===== src/rtl/spi_master_reg_pkg.sv =====
// Shared widths, FSM encodings and helpers for the register-access SPI initiator.
package spi_master_reg_pkg;

    localparam int FPGA_REG_AWIDTH = 8;
    localparam int FPGA_REG_DWIDTH = 16;
    localparam int FPGA_REG_FWIDTH = FPGA_REG_AWIDTH + FPGA_REG_DWIDTH;

    // FSM encodings kept as plain constants so legacy tools can read them
    localparam logic [2:0] ST_IDLE     = 3'd0;
    localparam logic [2:0] ST_SETUP    = 3'd1;
    localparam logic [2:0] ST_SHIFT_LO = 3'd2;
    localparam logic [2:0] ST_SHIFT_HI = 3'd3;
    localparam logic [2:0] ST_HOLD     = 3'd4;
    localparam logic [2:0] ST_GAP      = 3'd5;

    function automatic int max4(input int a, input int b, input int c, input int d);
        int m;
        m = a;
        if (b > m) m = b;
        if (c > m) m = c;
        if (d > m) m = d;
        return m;
    endfunction

endpackage


===== src/rtl/spi_master_reg_if.sv =====
// Request/response handshake between a host and the SPI register initiator.
interface spi_master_reg_if;
    import spi_master_reg_pkg::*;

    logic                       p_in_start;
    logic                       p_in_rd;
    logic [FPGA_REG_AWIDTH-1:0] p_in_addr;
    logic [FPGA_REG_DWIDTH-1:0] p_in_wdata;
    logic                       p_out_busy;
    logic                       p_out_done;
    logic [FPGA_REG_DWIDTH-1:0] p_out_rdata;

    // host side issues requests
    modport master (
        output p_in_start, p_in_rd, p_in_addr, p_in_wdata,
        input  p_out_busy, p_out_done, p_out_rdata
    );

    // initiator side serves them
    modport slave (
        input  p_in_start, p_in_rd, p_in_addr, p_in_wdata,
        output p_out_busy, p_out_done, p_out_rdata
    );

endinterface


===== src/rtl/spi_master_reg_sclk_gen.sv =====
// SCLK phase timer: counts cycles inside the current SCLK level and strobes
// the last cycle of a low or high phase.
module spi_master_reg_sclk_gen #(
    parameter int G_CLK_DIV = 2,
    parameter int CW        = 2
) (
    input  logic p_in_clk,
    input  logic p_in_rst_n,
    input  logic run,       // FSM is in a shift phase
    input  logic hi,        // current phase is SCLK high
    output logic lo_end,
    output logic hi_end
);

    logic [CW-1:0] cnt_q;
    logic          last;

    assign last   = (cnt_q == CW'(G_CLK_DIV - 1));
    assign lo_end = run && !hi && last;
    assign hi_end = run &&  hi && last;

    // restart the count at every phase boundary and whenever shifting is idle
    always_ff @(posedge p_in_clk) begin
        if (!p_in_rst_n || !run || last)
            cnt_q <= '0;
        else
            cnt_q <= cnt_q + 1'b1;
    end

endmodule


===== src/rtl/spi_master_reg.sv =====
// Register-access SPI initiator (mode 0): 8-bit address + 16-bit data frame,
// MSB first, behind a start/done handshake. All outputs are registered.
module spi_master_reg
    import spi_master_reg_pkg::*;
#(
    parameter int G_CLK_DIV  = 2,
    parameter int G_CS_SETUP = 2,
    parameter int G_CS_HOLD  = 2,
    parameter int G_CS_GAP   = 2
) (
    input  logic                  p_in_clk,
    input  logic                  p_in_rst_n,
    spi_master_reg_if.slave       bus,
    output logic                  spi_cs_o,
    output logic                  spi_clk_o,
    output logic                  spi_mosi_o,
    input  logic                  spi_miso_i
);

    localparam int CW = $clog2(max4(G_CLK_DIV, G_CS_SETUP, G_CS_HOLD, G_CS_GAP)) + 1;

    logic [2:0]                 state_q;
    logic [CW-1:0]              cnt_q;
    logic [4:0]                 bit_q;
    logic [4:0]                 bit_nx;
    logic [FPGA_REG_FWIDTH-1:0] frame_q;
    logic [FPGA_REG_DWIDTH-1:0] rx_q;     // address bits shift out the top
    logic [FPGA_REG_DWIDTH-1:0] rdata_q;
    logic                       rd_q;
    logic                       busy_q;
    logic                       done_q;
    logic                       run;
    logic                       hi;
    logic                       lo_end;
    logic                       hi_end;

    assign run    = (state_q == ST_SHIFT_LO) || (state_q == ST_SHIFT_HI);
    assign hi     = (state_q == ST_SHIFT_HI);
    assign bit_nx = bit_q - 5'd1;

    assign bus.p_out_busy  = busy_q;
    assign bus.p_out_done  = done_q;
    assign bus.p_out_rdata = rdata_q;

    spi_master_reg_sclk_gen #(
        .G_CLK_DIV (G_CLK_DIV),
        .CW        (CW)
    ) u_sclk_gen (
        .p_in_clk   (p_in_clk),
        .p_in_rst_n (p_in_rst_n),
        .run        (run),
        .hi         (hi),
        .lo_end     (lo_end),
        .hi_end     (hi_end)
    );

    // frame FSM: latches the request, walks CS/SCLK/MOSI and collects MISO
    always_ff @(posedge p_in_clk) begin
        if (!p_in_rst_n) begin
            state_q    <= ST_IDLE;
            cnt_q      <= '0;
            bit_q      <= '0;
            frame_q    <= '0;
            rx_q       <= '0;
            rdata_q    <= '0;
            rd_q       <= 1'b0;
            busy_q     <= 1'b0;
            done_q     <= 1'b0;
            spi_cs_o   <= 1'b1;
            spi_clk_o  <= 1'b0;
            spi_mosi_o <= 1'b0;
        end else begin
            done_q <= 1'b0;
            case (state_q)
                ST_IDLE: begin
                    if (bus.p_in_start) begin
                        frame_q    <= bus.p_in_rd ? {bus.p_in_addr, 16'h0000}
                                                  : {bus.p_in_addr, bus.p_in_wdata};
                        rd_q       <= bus.p_in_rd;
                        busy_q     <= 1'b1;
                        spi_cs_o   <= 1'b0;
                        spi_clk_o  <= 1'b0;
                        spi_mosi_o <= bus.p_in_addr[FPGA_REG_AWIDTH-1];
                        cnt_q      <= '0;
                        bit_q      <= 5'(FPGA_REG_FWIDTH - 1);
                        state_q    <= ST_SETUP;
                    end
                end
                ST_SETUP: begin
                    if (cnt_q == CW'(G_CS_SETUP - 1)) begin
                        spi_mosi_o <= frame_q[bit_q];
                        state_q    <= ST_SHIFT_LO;
                    end else begin
                        cnt_q <= cnt_q + 1'b1;
                    end
                end
                ST_SHIFT_LO: begin
                    if (lo_end) begin
                        spi_clk_o <= 1'b1;
                        state_q   <= ST_SHIFT_HI;
                    end
                end
                ST_SHIFT_HI: begin
                    if (hi_end) begin
                        rx_q      <= {rx_q[FPGA_REG_DWIDTH-2:0], spi_miso_i};
                        spi_clk_o <= 1'b0;
                        if (bit_q == 5'd0) begin
                            cnt_q   <= '0;
                            state_q <= ST_HOLD;
                        end else begin
                            bit_q      <= bit_nx;
                            spi_mosi_o <= frame_q[bit_nx];
                            state_q    <= ST_SHIFT_LO;
                        end
                    end
                end
                ST_HOLD: begin
                    if (cnt_q == CW'(G_CS_HOLD - 1)) begin
                        spi_cs_o <= 1'b1;
                        done_q   <= 1'b1;
                        if (rd_q) rdata_q <= rx_q;
                        cnt_q    <= '0;
                        state_q  <= ST_GAP;
                    end else begin
                        cnt_q <= cnt_q + 1'b1;
                    end
                end
                ST_GAP: begin
                    if (cnt_q == CW'(G_CS_GAP - 1)) begin
                        busy_q  <= 1'b0;
                        state_q <= ST_IDLE;
                    end else begin
                        cnt_q <= cnt_q + 1'b1;
                    end
                end
                default: state_q <= ST_IDLE;
            endcase
        end
    end

endmodule


===== src/flat_wrapper.sv =====
// flat-port wrapper written by rule: the top's interface ports become plain ports
module spi_master_reg_flat import spi_master_reg_pkg::*;
#(
    parameter int G_CLK_DIV  = 2,
    parameter int G_CS_SETUP = 2,
    parameter int G_CS_HOLD  = 2,
    parameter int G_CS_GAP   = 2
)
  (p_in_clk, p_in_rst_n, spi_cs_o, spi_clk_o, spi_mosi_o, spi_miso_i, bus_p_in_start, bus_p_in_rd, bus_p_in_addr, bus_p_in_wdata, bus_p_out_busy, bus_p_out_done, bus_p_out_rdata);
  spi_master_reg_if bus_i ();
  input  logic p_in_clk;
  input  logic p_in_rst_n;
  output logic spi_cs_o;
  output logic spi_clk_o;
  output logic spi_mosi_o;
  input  logic spi_miso_i;
  input wire logic [$bits(bus_i.p_in_start)-1:0] bus_p_in_start;
  input wire logic [$bits(bus_i.p_in_rd)-1:0] bus_p_in_rd;
  input wire logic [$bits(bus_i.p_in_addr)-1:0] bus_p_in_addr;
  input wire logic [$bits(bus_i.p_in_wdata)-1:0] bus_p_in_wdata;
  output wire logic [$bits(bus_i.p_out_busy)-1:0] bus_p_out_busy;
  output wire logic [$bits(bus_i.p_out_done)-1:0] bus_p_out_done;
  output wire logic [$bits(bus_i.p_out_rdata)-1:0] bus_p_out_rdata;
  assign bus_i.p_in_start = bus_p_in_start;
  assign bus_i.p_in_rd = bus_p_in_rd;
  assign bus_i.p_in_addr = bus_p_in_addr;
  assign bus_i.p_in_wdata = bus_p_in_wdata;
  assign bus_p_out_busy = bus_i.p_out_busy;
  assign bus_p_out_done = bus_i.p_out_done;
  assign bus_p_out_rdata = bus_i.p_out_rdata;
  spi_master_reg #(.G_CLK_DIV(G_CLK_DIV), .G_CS_SETUP(G_CS_SETUP), .G_CS_HOLD(G_CS_HOLD), .G_CS_GAP(G_CS_GAP)) u_core (.p_in_clk(p_in_clk), .p_in_rst_n(p_in_rst_n), .bus(bus_i), .spi_cs_o(spi_cs_o), .spi_clk_o(spi_clk_o), .spi_mosi_o(spi_mosi_o), .spi_miso_i(spi_miso_i));
endmodule

===== config.mk =====
export PLATFORM = sky130hd
export DESIGN_NAME = spi_master_reg_flat
export DESIGN_NICKNAME = d
export VERILOG_FILES = /design/src/rtl/spi_master_reg_pkg.sv /design/src/rtl/spi_master_reg_if.sv /design/src/rtl/spi_master_reg_sclk_gen.sv /design/src/rtl/spi_master_reg.sv /design/src/flat_wrapper.sv
export SDC_FILE = /design/constraint.sdc
export NUM_CORES = 1
export LEC_CHECK = 0
export CORE_MARGIN = 4
export CORE_UTILIZATION = 38
export CTS_BUF_LIST = sky130_fd_sc_hd__clkbuf_8
export CTS_CLUSTER_DIAMETER = 150
export DETAILED_ROUTE_END_ITERATION = 6
export PLACE_DENSITY = 0.56
export SLEW_MARGIN = 20
export SYNTH_ARGS = -nofsm -noshare
export SYNTH_HDL_FRONTEND = slang
export SYNTH_SLANG_ARGS = --single-unit

===== constraint.sdc =====
create_clock -name p_in_clk -period 3.2 [get_ports p_in_clk]
set_input_delay 0.8 -clock p_in_clk [delete_from_list [all_inputs] [get_ports p_in_clk]]
set_output_delay 0.8 -clock p_in_clk [all_outputs]
set_load 0.05 [all_outputs]

==> results of run 1 <==
==> cells in the mapped netlist, types with 2 or more instances <==
library cell / n / area [µm²]
nand2_1: 109 / 409.1
dfxtp_1: 74 / 1481
a21oi_1: 69 / 345.3
nor2_1: 24 / 90.09
clkbuf_1: 20 / 75.07
nand3b_1: 17 / 127.6
inv_1: 7 / 26.28
mux4_2: 7 / 157.7
o21ai_0: 7 / 35.03
buf_2: 6 / 30.03
nand2b_1: 6 / 37.54
mux4_1: 5 / 131.4
ha_1: 4 / 50.05
nor3_1: 4 / 20.02
o21ai_1: 3 / 15.01
or3_1: 3 / 18.77
a31oi_1: 2 / 12.51
and4_1: 2 / 17.52
inv_2: 2 / 7.510
nand4_1: 2 / 12.51
nand4b_1: 2 / 17.52
nor4b_2: 2 / 30.03
xnor2_1: 2 / 17.52
==> power breakdown <==
part	internal, mW	switching (mW)
Sequential	0.954	0.0397
Clock	0.278	0.354
Combinational	0.156	0.172
==> state kept, by name, summed over array words and instances, names as in the netlist, 2 cells and up <==
| name | count |
|---|---|
| u_core.bit_q | 5 |
| u_core.state_q | 3 |
| u_core.bus.p_out_rdata | 16 |
| u_core.cnt_q | 2 |
| u_core.u_sclk_gen.cnt_q | 2 |
| u_core.frame_q | 24 |
| u_core.rx_q | 16 |
==> cells in the final DEF (no fill, tap or decap), types with 2 or more instances in the layout <==
| cell | count |
|---|---|
| nor2_1 | 24 |
| nand4b_1 | 2 |
| clkbuf_8 | 9 |
| clkinv_2 | 4 |
| ha_1 | 4 |
| mux4_1 | 5 |
| or3_1 | 3 |
| a21oi_1 | 69 |
| inv_1 | 6 |
| xnor2_1 | 2 |
| nand2_1 | 109 |
| nor3_1 | 4 |
| buf_4 | 7 |
| o21ai_1 | 3 |
| dfxtp_1 | 74 |
| a31oi_1 | 2 |
| nand4_1 | 2 |
| o21ai_0 | 7 |
| nand2b_1 | 6 |
| clkdlybuf4s50_1 | 49 |
| inv_2 | 2 |
| nor4b_2 | 2 |
| and4_1 | 2 |
| nand3b_1 | 17 |
| mux4_2 | 7 |
| clkinvlp_4 | 2 |
==> cells by family (layout without fill, tap and decap cells) <==
logic type                 count (synthesis)  in the layout  synth area share [%]
buffers and inverters                     35             82                 4.130
muxes                                     14             14                 9.226
AOI/OAI and AO/OA                         92             92                 14.96
xor gates and xnor gates                   3              3                 1.005
and+or+nand+nor                          179            179                 25.15
DFF                                       74             74                 44.05
adders and majority gates                  4              4                 1.488
==> worst max-delay path: cells and delay by family (launching register included) <==
| family | cells | cell delay [ns] |
|---|---|---|
| multiplexers | 1 | 0.61 |
| flip-flops | 1 | 0.47 |
| XOR/XNOR | 1 | 0.37 |
| AO/OA/AOI/OAI | 2 | 0.29 |
| adder cells (fa/ha/maj) | 1 | 0.27 |
| AND/OR/NAND/NOR | 2 | 0.19 |
| buffers and inverters | 1 | 0.12 |
==> worst max path at each step <==
| stage | from | depth (start not counted) | endpoint |
|---|---|---|---|
| 2_1_floorplan | u_core.bit_q[0]$_SDFFE_PN0P_ | 9 | u_core.spi_mosi_o$_SDFFE_PN0P_ |
| 3_3_place_gp | p_in_rst_n | 4 | u_core.bit_q[1]$_SDFFE_PN0P_ |
| 3_5_place_dp | p_in_rst_n | 4 | u_core.bit_q[1]$_SDFFE_PN0P_ |
| 4_1_cts | u_core.bit_q[1]$_SDFFE_PN0P_ | 8 | u_core.spi_mosi_o$_SDFFE_PN0P_ |
| 5_1_grt | u_core.bit_q[1]$_SDFFE_PN0P_ | 8 | u_core.spi_mosi_o$_SDFFE_PN0P_ |
| 6_report | u_core.bit_q[1]$_SDFFE_PN0P_ | 8 | u_core.spi_mosi_o$_SDFFE_PN0P_ |
==> cell type report <==
cell class,instances,area (µm²)
tap,108,135.1
timing repair buffer,57,563.0
sequential,74,1481
clock inverter,7,43.79
inverter,9,33.78
multi-input combinational,292,1743
fill,910,4554
clock buffer,9,123.9
==> metrics by stage <==
step                      hold WS [ns]  utilization [%]
after floorplan                 0.3974                -
after global placement          0.4070            45.59
after detailed placement        0.4222            45.59
after CTS                       0.4338            47.52
after global routing            0.4655            47.52
final                           0.4288            47.52
==> per-layer routing <==
metal	up-vias	part of all wire (%)	GRT usage, %
li1	1476	-	-
met3	6	5.0	3.891
met5	-	0	0
met2	59	45	23.14
met4	0	0.96	4.844
met1	1337	49	21.54
==> flow_summary.json, run 1 <==
{
  "nets": 476,
  "yosysSeqAreaShare_pct": 44.05,
  "die_h_um": 102.1,
  "port_buffers": 49,
  "rows": 34,
  "r2r-start": "u_core.bit_q[1]$_SDFFE_PN0P_",
  "cellLeakagePower_nw": 1.403,
  "r2r_end": "u_core.spi_mosi_o$_SDFFE_PN0P_",
  "crit_slowest_cell": "mux4_1",
  "yosys_warnings": 0,
  "clockBufferDepth": 2,
  "arrival_ns": 2.66,
  "yosysUniqueCellTypes": 45,
  "cp_max_fo": 7,
  "root_buffer": "clkbuf_8",
  "routed_wl_mm": 7.527,
  "async_flop_share_pct": 0,
  "pre_cts_slack_ns": 0.6285,
  "cts.sinks": 74,
  "synth_area_per_cell_um2": 8.387,
  "dieArea_mm2": 0.01042,
  "setup_violations": 0,
  "whs_endpoint": "u_core.u_sclk_gen.cnt_q[0]$_SDFF_PP0_",
  "critical_path_class": "flip-flop to flip-flop",
  "initial_core_util_pct": 38.75,
  "synth_nets": 434,
  "cts_buffers": 9,
  "synthFlopType": "dfxtp_1",
  "holdPathStages": 1,
  "io_pins": 50,
  "clk_latency_ns": 0.35,
  "p_total_mw": 1.953,
  "cp-start-kind": "flip-flop",
  "grt_pass1_wl_mm": 12.68,
  "antenna_found_initial": 0,
  "postCtsSetupBuffers": 0,
  "cts_resized": 0,
  "p_per_area_mw_per_mm2": 473.6,
  "ir_worst_vdd_v": 0.0001829,
  "wl_per_cell_um": 13.54,
  "synth-edff-count": 0,
  "drc": 0,
  "end_kind": "flip-flop",
  "holdCritPathClass": "flip-flop to flip-flop",
  "grt_remaining_overflow": 0,
  "cts.clk_slew.worst_paths_ns": 0.08,
  "max_freq_mhz": 411.1,
  "slew_viol_final": 0,
  "synthCells": 401,
  "hpwl_mm": 5.210,
  "final_area_mm2": 0.004124,
  "layout-drive-gt1-share_pct": 8.482,
  "dpl_cell_area_mm2": 0.003956,
  "finalCritPeriodShare_pct": 76.01,
  "cp_cell_sequence": "inv_1, ha_1, xor2_2, mux4_1, nor2_1, nor4b_2, o21bai_1, a41oi_1",
  "die_w_um": 102.1,
  "vias": 2878,
  "diodes": 0,
  "cts_tree": "done",
  "reg2reg_depth": 8,
  "status": "complete, no violations",
  "gp_congestion": 0.8357,
  "critPathRequiredTime_ns": 3.43,
  "core-area_mm2": 0.008678,
  "rsz0062_at_grt": "false",
  "grt_pass1_vias": 2676,
  "setup-tns-final_ns": 0,
  "crit_path_max_incr_delay_ns": 0.61,
  "synthesis.area_mm2": 0.003363,
  "drv_cap": 0,
  "ys_ff_latch": 74,
  "min_from": "u_core.u_sclk_gen.cnt_q[0]$_SDFF_PP0_",
  "drt_first_pass_iters": 4,
  "grt_max_degree": 50,
  "viasPerCell": 5.176,
  "tightest_slew_ns": 0.6669,
  "dpl.cell_count": 540,
  "grt_usage_pct": 15.31,
  "finalHoldViolCount": 0,
  "skew_ns": 0.01231,
  "reg2reg_slack_ns": 0.77,
  "period_needed_ns": 2.432,
  "maxSlewHeadroom_pct": 55.41,
  "cts_hold_buf": 0,
  "area_growth_pct": 22.62,
  "stdcell_count": 556,
  "drtIter0Drc": 106,
  "cts_max_level": 3,
  "fin_ws_ns": 0.7678,
  "ant_nets": 0
}
Note: power is estimated with default switching activity, not from simulation.
==> inputs of run 2 (changes only) <==
Clock period 3.2 ns to 2.3 ns, I/O delays scaled along.
==> run 2 against run 1 <==
  * Combinational power rose by 52%
  * Non-clock buffer count rose by 10
  * Die area did not move
  * Maximum frequency rose by 13%
  * Count of clock-buffer cells in the layout did not move
  * First-iteration DRC count rose by 19%
  * Clock power rose by 50%
  * Via count rose by 2.5%
  * Total power rose by 44%
  * Cell area rose by 2.1%
  * Register-to-register slack got worse by 0.61 ns
  * Final cell count rose by 1.8%
  * Critical path type unchanged
  * Critical endpoint unchanged
==> flow_summary.json, run 2 (synthesized netlist as in run 1, its figures left out) <==
{
  "dpl.cell_count": 550,
  "drv_cap": 0,
  "tightest_slew_ns": 0.7064,
  "period_needed_ns": 2.146,
  "area_growth_pct": 25.19,
  "antenna_found_initial": 0,
  "diodes": 0,
  "core-area_mm2": 0.008678,
  "critical_path_class": "flip-flop to flip-flop",
  "ir_worst_vdd_v": 0.0002684,
  "cts.clk_slew.worst_paths_ns": 0.08,
  "pre_cts_slack_ns": -0.005184,
  "cts_tree": "done",
  "mostFrequentLayoutCells": "nand2_1 (109), dfxtp_1 (74), a21oi_1 (69), clkdlybuf4s50_1 (49), nor2_1 (24)",
  "holdCritPathClass": "flip-flop to flip-flop",
  "initial_core_util_pct": 38.75,
  "p_per_area_mw_per_mm2": 669.0,
  "p_total_mw": 2.817,
  "cellLeakagePower_nw": 1.452,
  "postCtsSetupBuffers": 0,
  "finalHoldViolCount": 0,
  "num-fill-cells": 905,
  "nets": 486,
  "critPathRequiredTime_ns": 2.52,
  "setup-tns-final_ns": 0,
  "drtIter0Drc": 126,
  "drc": 0,
  "cp_max_fo": 6,
  "cp-start-kind": "flip-flop",
  "grt_util_met1_pct": 21.82,
  "drt_first_pass_iters": 4,
  "skew_ns": 0.01160,
  "fin_ws_ns": 0.1541,
  "largest_register_ffs": 24,
  "routed_wl_mm": 7.735,
  "stdcell_count": 566,
  "hpwl_mm": 5.407,
  "max_freq_mhz": 466.0,
  "slew_viol_final": 0,
  "maxSlewHeadroom_pct": 52.77,
  "port_buffers": 49,
  "grt_remaining_overflow": 0,
  "dieArea_mm2": 0.01042,
  "rows": 34,
  "setup_violations": 0,
  "hold_slack_ns": 0.4306,
  "grt.busiest_layer": "met2",
  "final_common_cell": "nand2_1",
  "vias": 2950,
  "grt_max_degree": 35,
  "arrival_ns": 2.37,
  "wl_per_cell_um": 13.67,
  "die_w_um": 102.1,
  "layout-drive-gt1-share_pct": 10.70,
  "io_pins": 50,
  "end_kind": "flip-flop",
  "ant_nets": 0,
  "use_met3_pct": 3.481,
  "use_met2_pct": 24.59,
  "grt_usage_pct": 15.96,
  "die_h_um": 102.1,
  "gp_congestion": 0.8914,
  "cts_buffers": 9,
  "cts_max_level": 3,
  "viasPerCell": 5.212,
  "status": "complete, no violations",
  "clockBufferDepth": 2,
  "cts.sinks": 74,
  "rsz0062_at_grt": "false",
  "root_buffer": "clkbuf_8",
  "grt_pass1_wl_mm": 13.15,
  "finalCritPeriodShare_pct": 93.30,
  "grt_pass1_vias": 2784,
  "clk_latency_ns": 0.36,
  "top_register": "u_core.frame_q"
}
-- run 2: power breakdown --
part	switching [mW]	leakage (nW)	total, mW	internal [mW]
clock network	0.537	0.0884	0.947	0.410
registers	0.0458	0.601	1.37	1.33
logic	0.257	0.762	0.497	0.240
-- run 2: area by class of cell --
class / instances / area (µm²) / share of cell area, %
multi-input combinational: 292 / 1749 / 41.55
sequential: 74 / 1481 / 35.19
timing repair buffer: 67 / 625.6 / 14.86
tap: 108 / 135.1 / 3.210
clock buffer: 9 / 123.9 / 2.942
clock inverter: 7 / 61.31 / 1.456
inverter: 9 / 33.78 / 0.8024
-- run 2: worst paths after layout --
check             slack [ns]                                     to                                   from  cells after the start
setup / recovery        0.15         u_core.spi_mosi_o$_SDFFE_PN0P_           u_core.bit_q[1]$_SDFFE_PN0P_                      9
hold reg to reg         0.43  u_core.u_sclk_gen.cnt_q[0]$_SDFF_PP0_  u_core.u_sclk_gen.cnt_q[0]$_SDFF_PP0_                      1
hold / removal          0.43  u_core.u_sclk_gen.cnt_q[0]$_SDFF_PP0_  u_core.u_sclk_gen.cnt_q[0]$_SDFF_PP0_                      1
setup reg to reg        0.15         u_core.spi_mosi_o$_SDFFE_PN0P_           u_core.bit_q[1]$_SDFFE_PN0P_                      9
-- run 2: critical path, stage by stage, from the launching register on --
cell and delay [ns]:
dfxtp_1 0.33, inv_1 0.08, ha_1 0.23, xor2_2 0.15, buf_4 0.17, mux4_1 0.56, nor2_1 0.14, nor4b_2 0.07
o21bai_1 0.16, a41oi_1 0.13
-- run 2: layer usage --
layer | vias to the layer above | routed length (µm)
li1 | 1502 | -
met1 | 1381 | 3827
met2 | 56 | 3449
met3 | 11 | 330
met4 | 0 | 127
met5 | - | 0
-- run 2: repair_timing --
action / in CTS / in global routing
setup endpoints to repair: 0 / 1
resized for setup: 0 / 1
hold buffers: 0 / 0
-- run 2: through the flow --
stage | area, µm² | utilization [%]
floorplan | 3367 | -
global placement | 4019 | 46.31
detailed placement | 4019 | 46.31
CTS | 4204 | 48.44
global route | 4210 | 48.52
finish | 4210 | 48.52
==> inputs of run 3 (changes only) <==
Settings changed: CTS_CLUSTER_SIZE set to 24, SLEW_MARGIN 20 to not set.
==> results of run 3 <==
Same layout as run 2: the final DEF is identical, and so are final timing and power.
